### src/rtl/ticket_frame_reader_if.sv
// Scanner-to-counter bundle for the ticket frame reader: scanner line inputs
// and qualified ticket results with their one-cycle status pulses.
interface ticket_frame_reader_if;
  logic       frameStart;
  logic       serialIn;
  logic       gateIn;
  logic       dirIn;
  logic [4:0] ticketID;
  logic       gate;
  logic       mode;
  logic       valid;
  logic       frameErr;
  logic       parityErr;
  logic       seqErr;
  logic       busy;
  logic [7:0] rejCount;

  modport master (
    output frameStart, serialIn, gateIn, dirIn,
    input  ticketID, gate, mode, valid, frameErr, parityErr, seqErr, busy, rejCount
  );

  modport slave (
    input  frameStart, serialIn, gateIn, dirIn,
    output ticketID, gate, mode, valid, frameErr, parityErr, seqErr, busy, rejCount
  );
endinterface

### src/rtl/ticket_frame_reader.sv
// Deserialises one turnstile ticket frame (5 data, even parity, stop), checks
// framing/parity/entry-exit sequence and tracks occupancy of the 32 ticket IDs.
module ticket_frame_reader #(
  parameter int unsigned BIT_CYCLES = 4
) (
  input logic                  CLK,
  input logic                  RST,
  ticket_frame_reader_if.slave bus
);

  localparam logic [1:0] IDLE   = 2'd0;
  localparam logic [1:0] DATA   = 2'd1;
  localparam logic [1:0] PARITY = 2'd2;
  localparam logic [1:0] STOP   = 2'd3;

  localparam logic [7:0] RELOAD = 8'(BIT_CYCLES - 1);

  logic [1:0]  state;
  logic [7:0]  timer;
  logic [2:0]  idx;
  logic [4:0]  shift;
  logic        par_bit;
  logic        cur_gate;
  logic        cur_dir;
  logic [31:0] used;

  logic [4:0]  ticket_id;
  logic        gate_q;
  logic        mode_q;
  logic        valid_q;
  logic        frame_err;
  logic        parity_err;
  logic        seq_err;
  logic [7:0]  rej_count;

  logic tick;
  logic par_fail;
  logic seq_fail;

  always_comb begin
    tick     = (timer == '0);
    par_fail = ^{shift, par_bit};
    // entry needs the ID outside, exit needs it inside
    seq_fail = cur_dir ? used[shift] : ~used[shift];
  end

  always_ff @(posedge CLK) begin
    if (RST) begin
      state      <= IDLE;
      timer      <= '0;
      idx        <= '0;
      shift      <= '0;
      par_bit    <= 1'b0;
      cur_gate   <= 1'b0;
      cur_dir    <= 1'b0;
      used       <= '0;
      ticket_id  <= '0;
      gate_q     <= 1'b0;
      mode_q     <= 1'b0;
      valid_q    <= 1'b0;
      frame_err  <= 1'b0;
      parity_err <= 1'b0;
      seq_err    <= 1'b0;
      rej_count  <= '0;
    end else begin
      valid_q    <= 1'b0;
      frame_err  <= 1'b0;
      parity_err <= 1'b0;
      seq_err    <= 1'b0;

      case (state)
        IDLE: begin
          if (bus.frameStart) begin
            cur_gate <= bus.gateIn;
            cur_dir  <= bus.dirIn;
            timer    <= RELOAD;
            idx      <= '0;
            state    <= DATA;
          end
        end

        DATA: begin
          if (tick) begin
            shift[idx] <= bus.serialIn;
            timer      <= RELOAD;
            idx        <= idx + 3'd1;
            if (idx == 3'd4) state <= PARITY;
          end else begin
            timer <= timer - 8'd1;
          end
        end

        PARITY: begin
          if (tick) begin
            par_bit <= bus.serialIn;
            timer   <= RELOAD;
            state   <= STOP;
          end else begin
            timer <= timer - 8'd1;
          end
        end

        STOP: begin
          if (tick) begin
            state     <= IDLE;
            ticket_id <= shift;
            gate_q    <= cur_gate;
            mode_q    <= cur_dir;
            if (!bus.serialIn) begin
              frame_err <= 1'b1;
            end else if (par_fail) begin
              parity_err <= 1'b1;
            end else if (seq_fail) begin
              seq_err <= 1'b1;
            end else begin
              valid_q     <= 1'b1;
              used[shift] <= cur_dir;
            end
            if ((!bus.serialIn || par_fail || seq_fail) && rej_count != 8'hFF)
              rej_count <= rej_count + 8'd1;
          end else begin
            timer <= timer - 8'd1;
          end
        end

        default: state <= IDLE;
      endcase
    end
  end

  assign bus.ticketID  = ticket_id;
  assign bus.gate      = gate_q;
  assign bus.mode      = mode_q;
  assign bus.valid     = valid_q;
  assign bus.frameErr  = frame_err;
  assign bus.parityErr = parity_err;
  assign bus.seqErr    = seq_err;
  assign bus.busy      = (state != IDLE);
  assign bus.rejCount  = rej_count;

endmodule

### src/flat_wrapper.sv
// flat-port wrapper written by rule: the top's interface ports become plain ports
module ticket_frame_reader_flat 
#(
  parameter int unsigned BIT_CYCLES = 4
)
  (CLK, RST, bus_frameStart, bus_serialIn, bus_gateIn, bus_dirIn, bus_ticketID, bus_gate, bus_mode, bus_valid, bus_frameErr, bus_parityErr, bus_seqErr, bus_busy, bus_rejCount);
  ticket_frame_reader_if bus_i ();
  input logic CLK;
  input logic RST;
  input wire logic [$bits(bus_i.frameStart)-1:0] bus_frameStart;
  input wire logic [$bits(bus_i.serialIn)-1:0] bus_serialIn;
  input wire logic [$bits(bus_i.gateIn)-1:0] bus_gateIn;
  input wire logic [$bits(bus_i.dirIn)-1:0] bus_dirIn;
  output wire logic [$bits(bus_i.ticketID)-1:0] bus_ticketID;
  output wire logic [$bits(bus_i.gate)-1:0] bus_gate;
  output wire logic [$bits(bus_i.mode)-1:0] bus_mode;
  output wire logic [$bits(bus_i.valid)-1:0] bus_valid;
  output wire logic [$bits(bus_i.frameErr)-1:0] bus_frameErr;
  output wire logic [$bits(bus_i.parityErr)-1:0] bus_parityErr;
  output wire logic [$bits(bus_i.seqErr)-1:0] bus_seqErr;
  output wire logic [$bits(bus_i.busy)-1:0] bus_busy;
  output wire logic [$bits(bus_i.rejCount)-1:0] bus_rejCount;
  assign bus_i.frameStart = bus_frameStart;
  assign bus_i.serialIn = bus_serialIn;
  assign bus_i.gateIn = bus_gateIn;
  assign bus_i.dirIn = bus_dirIn;
  assign bus_ticketID = bus_i.ticketID;
  assign bus_gate = bus_i.gate;
  assign bus_mode = bus_i.mode;
  assign bus_valid = bus_i.valid;
  assign bus_frameErr = bus_i.frameErr;
  assign bus_parityErr = bus_i.parityErr;
  assign bus_seqErr = bus_i.seqErr;
  assign bus_busy = bus_i.busy;
  assign bus_rejCount = bus_i.rejCount;
  ticket_frame_reader #(.BIT_CYCLES(BIT_CYCLES)) u_core (.CLK(CLK), .RST(RST), .bus(bus_i));
endmodule
### config.mk
export PLATFORM = sky130hd
export DESIGN_NAME = ticket_frame_reader_flat
export DESIGN_NICKNAME = d
export VERILOG_FILES = /design/src/rtl/ticket_frame_reader_if.sv /design/src/rtl/ticket_frame_reader.sv /design/src/flat_wrapper.sv
export SDC_FILE = /design/constraint.sdc
export NUM_CORES = 1
export LEC_CHECK = 0
export CAP_MARGIN = 10
export CORE_AREA = 5 5 84 117
export CTS_CLUSTER_SIZE = 12
export DETAILED_ROUTE_END_ITERATION = 16
export DIE_AREA = 0 0 89 122
export PLACE_DENSITY = 0.63
export SKIP_CTS_REPAIR_TIMING = 1
export SYNTH_ARGS = -nofsm -noshare
export SYNTH_HDL_FRONTEND = slang
export SYNTH_SLANG_ARGS = --single-unit
### constraint.sdc
create_clock -name CLK -period 7.6 [get_ports CLK]
set_input_delay 1.14 -clock CLK [delete_from_list [all_inputs] [get_ports CLK]]
set_output_delay 1.14 -clock CLK [all_outputs]
set_load 0.01 [all_outputs]
==> flow_metrics.py, run 1 <==
metrics = {
    "logic_synthesis": {
        "ys_warn_count": 0,
        "netlist-cell-type-count": 41,
        "yosysTopAreaCell": "dfxtp_1",
        "yosys_most_used_dff": "dfxtp_1",
        "yosysTopAreaCellShare_pct": 38.36,
        "ys_ff_latch": 72,
        "netlist_instances": 448,
        "synth-edff-count": 0,
        "netlist_area_mm2": 0.003757,
        "syn_nets": 467,
        "ys_seq_area_share_pct": 38.36,
        "synth_area_leaders": "dfxtp_1 38%, mux2i_1 7.7%, nor2b_1 4.7%",
        "avgSynthCellArea_um2": 8.387,
        "async_flop_share_pct": 0,
    },
    "drt": {
        "via_count": 3043,
        "routed_via_density": 5.320,
        "drt_iter0_drc": 164,
        "ant_nets": 0,
        "route.detailed.drc": 0,
        "dr.pass1.iters": 4,
        "totalWireLength_mm": 8.262,
        "post_drt_wl_per_cell_um": 14.44,
    },
    "global_routing": {
        "grt_pass1_wl_mm": 13.84,
        "grt_start_max_net_pins": 69,
        "use_met3_pct": 3.857,
        "gr-total-overflow": 0,
        "grt.total_usage_pct": 16.61,
        "grt_pass1_vias": 2920,
        "grt_use_met1_pct": 19.04,
        "antenna_found_initial": 0,
        "top_usage_layer": "met2",
        "grt.met2_usage_pct": 28.95,
    },
    "cts": {
        "clockBufferDepth": 2,
        "path_clk_slew_ns": 0.05,
        "worstSkewPairLatency_ns": 0.33,
        "cts_buffers": 9,
        "clock_sinks": 72,
        "cts_tree": "done",
        "htree_levels": 3,
        "cts_root_buf": "clkbuf_16",
    },
    "final_layout": {
        "fin_nets": 481,
        "drive_above_1_share_pct": 6.022,
        "syn_to_final_growth_pct": 15.32,
        "final_cell_area_mm2": 0.004333,
        "n_antenna_cell": 0,
    },
    "sta": {
        "worst_pin_slew_ns": 1.055,
        "relSlewSlack_pct": 29.68,
        "skew_ns": 0.005457,
        "finalCriticalPeriod_ns": 3.130,
        "drv_slew": 0,
        "clock.fmax_ghz": 0.3195,
        "tns_ns": 0,
        "grt_setup_unrepaired": "no",
        "finalHoldViolCount": 0,
        "fin_crit_sh_pct": 41.19,
        "setup_viol": 0,
    },
    "worst_setup_path": {
        "end_kind": "flop",
        "arrival_ns": 3.36,
        "criticalPathCategory": "reg2reg",
        "startpoint_type": "flop",
        "required_ns": 7.83,
        "cp_max_fo": 21,
    },
    "pwr": {
        "p_clk_share_pct": 34.0,
        "pwr_density_cell_mw_per_mm2": 265.8,
        "swShare_pct": 32.54,
        "leakagePower_nw": 1.531,
        "vdd.ir_drop.worst_mv": 0.1775,
        "seq_power_share_pct": 38.0,
        "comb_power_share_pct": 28.0,
        "netSwitchingPower_uw": 374.8,
        "power.internal_uw": 777.0,
    },
    "floorplanning": {
        "core_mm2": 0.008772,
        "io_pins": 26,
        "die_y_um": 122,
        "floorplan.rows": 41,
        "initial_utilization_pct": 42.83,
        "die_area_mm2": 0.01086,
        "dieWidth_um": 89,
    },
    "hold_path": {
        "min_path_type": "reg2reg",
    },
    "placed_design": {
        "placed_area_mm2": 0.004059,
        "place_congestion": 0.7823,
        "dpl.hpwl_mm": 5.676,
        "port_buffers": 25,
    },
    "status": {
        "outcome": "finished, final reports clean",
    },
    "job": {
        "cap_violations": 0,
    },
}
-- cell usage in the layout, fill, tap and decap left out, types with 3 or more instances in the layout --
master / n
nand3_1: 20
clkbuf_8: 3
o31ai_1: 22
a22oi_1: 4
a21o_1: 4
dfxtp_1: 72
nand2_1: 45
buf_4: 5
ha_1: 13
clkdlybuf4s50_1: 24
nor2b_1: 28
mux2i_1: 29
xnor2_1: 7
a211oi_1: 7
and2_1: 4
nand2b_1: 13
xor2_1: 3
inv_1: 20
a21oi_1: 26
nor3_1: 6
clkbuf_16: 9
nor2_1: 23
a21bo_2: 4
nor4_1: 13
and3_1: 5
o21ai_0: 28
nand4_1: 6
-- flip-flops by register name (all words and copies together) (netlist names) --
signal and cells:
u_core.cur_dir 1, u_core.bus.seqErr 1, u_core.bus.valid 1, u_core.cur_gate 1
u_core.bus.gate 1, u_core.used 32, u_core.idx 3, u_core.par_bit 1
u_core.state 2, u_core.bus.mode 1, u_core.bus.frameErr 1, u_core.bus.rejCount 8
u_core.bus.parityErr 1, u_core.shift 5, u_core.bus.ticketID 5, u_core.timer 8
-- layer usage --
layer,up-vias,part of all wire [%]
met3,14,2.7
li1,1601,-
met5,-,0
met2,33,51
met1,1395,44
met4,0,2.2
-- stage by stage --
| step | cells | power, mW | util, % | hold WS, ns | worst slack, ns |
|---|---|---|---|---|---|
| floorplan | 448 | 0.6987 | - | 0.4321 | 4.906 |
| global placement | 558 | 0.7610 | 46.27 | 0.4436 | 4.230 |
| detailed placement | 558 | 0.7700 | 46.27 | 0.4463 | 4.197 |
| CTS | 572 | 1.166 | 49.39 | 0.4537 | 4.497 |
| global route | 572 | 1.229 | 49.39 | 0.4797 | 4.145 |
| finish | 572 | 1.152 | 49.39 | 0.4512 | 4.470 |
-- synthesized netlist by cell type, types with 5 or more instances --
cell and count:
a211oi_1 7, a21oi_1 26, ha_1 13, nand4_1 6, and3_1 5, nor3_1 6
buf_2 8, mux2i_1 29, nand3_1 20, nor4_1 13, inv_1 20, xnor2_1 7
clkbuf_1 16, nor2b_1 28, nor2_1 23, o31ai_1 22, o21ai_0 28, nand2b_1 13
dfxtp_1 72, nand2_1 45
-- power by group through the flow --
| stage | logic, mW | clock network (mW) | registers, mW |
|---|---|---|---|
| 6_report | 0.323 | 0.391 | 0.438 |
| 5_1_grt | 0.370 | 0.417 | 0.442 |
| 4_1_cts | 0.326 | 0.402 | 0.438 |
| 3_5_place_dp | 0.324 | 0 | 0.446 |
| 3_3_place_gp | 0.317 | 0 | 0.444 |
| 2_1_floorplan | 0.264 | 0 | 0.435 |
-- path summary, 6_finish.rpt --
check	from	slack, ns	to	cells past startpoint
hold / removal	u_core.bus.ticketID[1]	0.45	u_core.bus.ticketID[1]	2
hold reg to reg	u_core.bus.ticketID[1]	0.45	u_core.bus.ticketID[1]	2
setup / recovery	u_core.shift[2]	4.47	u_core.used[28]	9
setup reg to reg	u_core.shift[2]	4.47	u_core.used[28]	9
-- kinds of logic after synthesis --
logic type | synth area share [%]
buf+inv | 5.062
xor+xnor | 3.364
mux | 8.425
flops | 38.36
simple gates | 23.94
compound gates | 16.52
fa+ha+maj | 4.329
-- worst max-delay path: stages (launching register included) --
cell and delay [ns]:
dfxtp_1 0.75, nor2b_1 0.38, a22oi_1 0.15, nand3_1 0.09
nand2_1 0.11, nor2_1 0.42, mux2i_1 0.69, buf_4 0.27
o21ai_0 0.09, o31ai_1 0.08
-- final cells by class --
| type | instances | area, µm² |
|---|---|---|
| clock buffers | 14 | 274.0 |
| fillers | 837 | 4439 |
| inverters | 20 | 75.07 |
| multi-input cells | 329 | 2126 |
| flip-flops and latches | 72 | 1441 |
| well taps | 107 | 133.9 |
| repair buffers | 30 | 282.8 |
Power figures use the tool's default switching activity.
==> run 2, diff against run 1 <==
- PLACE_DENSITY: 0.63 -> 0.65
- clock period: 7.6 -> 2.5 ns (I/O delays scaled with it)
==> run 2 against run 1 <==
  * Flip-flop and latch count is the same
  * Design area increased by 8.3%
  * Maximum frequency up 29%
  * Wire length grew 9.4%
  * Critical path depth stayed put
  * Register-to-register slack got worse by 4.4 ns
  * Sequential share of layout area shrank 2.5 points
  * Worst setup slack got worse by 4.4 ns
  * Clock skew grew 0.00077 ns
  * Critical path type unchanged
==> flow_metrics.py, run 2 (synthesis gave the netlist of run 1 again) <==
metrics = {
    "status": {
        "outcome": "finished, final reports clean",
    },
    "hold_path": {
        "whs_path_depth": 2,
        "hold_end": "u_core.bus.gate",
        "min_path_type": "reg2reg",
        "min_from": "u_core.bus.gate",
    },
    "cts": {
        "cts_root_buf": "clkbuf_16",
        "worstSkewPairLatency_ns": 0.34,
        "cts_buffers": 9,
        "path_clk_slew_ns": 0.05,
        "clock_sinks": 72,
        "cts_tree": "done",
        "clockBufferDepth": 2,
        "htree_levels": 3,
    },
    "worst_setup_path": {
        "criticalPathCategory": "reg2reg",
        "required_ns": 2.77,
        "r2r-start": "u_core.shift[3]",
        "reg2reg_depth": 9,
        "cp_max_fo": 6,
        "timing.rr.end": "u_core.used[18]",
        "startpoint_type": "flop",
        "rrSetupSlack_ns": 0.07,
        "end_kind": "flop",
        "arrival_ns": 2.70,
    },
    "pwr": {
        "leakagePower_nw": 1.705,
        "vdd.ir_drop.worst_mv": 0.7899,
        "pwr_density_cell_mw_per_mm2": 810.4,
        "power_mw": 3.803,
    },
    "global_routing": {
        "grt.total_usage_pct": 18.03,
        "gr-total-overflow": 0,
        "grt_pass1_vias": 3212,
        "grt_pass1_wl_mm": 15.06,
        "grt_start_max_net_pins": 35,
        "antenna_found_initial": 0,
    },
    "sta": {
        "finalCriticalPeriod_ns": 2.425,
        "relSlewSlack_pct": 68.84,
        "drv_slew": 0,
        "skew_ns": 0.006224,
        "clock.fmax_ghz": 0.4124,
        "worst_pin_slew_ns": 0.4674,
        "hold-worst-slack_ns": 0.4508,
        "finalHoldViolCount": 0,
        "setup_viol": 0,
        "fin_crit_sh_pct": 97.00,
    },
    "final_layout": {
        "syn_to_final_growth_pct": 24.91,
        "final_common_cell": "dfxtp_1",
        "drive_above_1_share_pct": 14.14,
        "fin_nets": 509,
        "mostFrequentLayoutCells": "69 x dfxtp_1, 45 x nand2_1, 30 x buf_4",
        "final_cell_area_mm2": 0.004693,
        "n_antenna_cell": 0,
        "max_flop_register": "u_core.used",
        "largest_reg_flops": 32,
    },
    "floorplanning": {
        "core_mm2": 0.008772,
        "io_pins": 26,
        "initial_utilization_pct": 42.83,
        "die_area_mm2": 0.01086,
        "dieWidth_um": 89,
        "floorplan.rows": 41,
        "die_y_um": 122,
    },
    "drt": {
        "drt_iter0_drc": 124,
        "route.detailed.drc": 0,
        "routed_via_density": 5.404,
        "totalWireLength_mm": 9.038,
        "via_count": 3253,
        "dr.pass1.iters": 5,
        "ant_nets": 0,
        "post_drt_wl_per_cell_um": 15.01,
    },
    "placed_design": {
        "place_congestion": 0.7843,
        "port_buffers": 25,
        "dpl.hpwl_mm": 6.281,
        "placed_area_mm2": 0.004254,
    },
    "job": {
        "cap_violations": 0,
    },
}
==> run 2: cell types whose count changed in the layout (fill, tap and decap cells not counted), sizes merged <==
cell,change
clkinv,+1
clkbuf,+1
buf,+27
bufinv,+1
==> run 2: per-layer routing <==
layer  wire length [µm]  track usage [%]  vias to the layer above
li1                   -                -                     1654
met4                294            8.659                        0
met3                223            4.398                       22
met2               4719            31.51                       44
met5                  0                0                        -
met1               3800            20.04                     1533
==> run 2: power breakdown <==
part	total, mW	switching [mW]	leakage (nW)	internal [mW]
registers	1.32	0.0783	0.583	1.24
logic	1.14	0.662	0.963	0.481
clock network	1.34	0.464	0.159	0.879
total	3.80	1.20	1.71	2.60
==> run 2: worst max-delay path by stage <==
stage                          startpoint              end  cells past startpoint
after global placement    u_core.shift[3]  u_core.used[18]                      9
after detailed placement  u_core.shift[3]   u_core.used[2]                     10
after floorplan           u_core.shift[3]  u_core.used[26]                     10
final                     u_core.shift[3]  u_core.used[18]                      9
after global routing      u_core.shift[3]  u_core.used[22]                     10
after CTS                 u_core.shift[3]  u_core.used[18]                      9
==> run 2: area by class of cell <==
cell class              instances  area (µm²)
flip-flops and latches         72        1445
inverters                      20       75.07
clock inverters                 2       35.03
multi-input cells             329        2185
fillers                       814        4079
well taps                     107       133.9
repair buffers                 58       535.5
clock buffers                  14       284.0
==> run 2: metrics by stage <==
step	cells	utilization, %	setup WS [ns]	TNS (ns)
floorplan	448	-	0.01347	0
global placement	581	48.50	0.1139	0
detailed placement	581	48.50	0.05232	0
CTS	597	52.13	0.03799	0
global route	602	53.50	-0.005179	-0.008282
finish	602	53.50	0.07498	0
==> run 2: critical path: stages, from the launching register on <==
cell,delay (ns)
dfxtp_2,0.33
inv_1,0.07
ha_4,0.26
xnor2_4,0.15
xnor2_2,0.20
nand2_2,0.08
or4_1,0.50
mux2_4,0.30
or3_1,0.34
a21oi_1,0.12
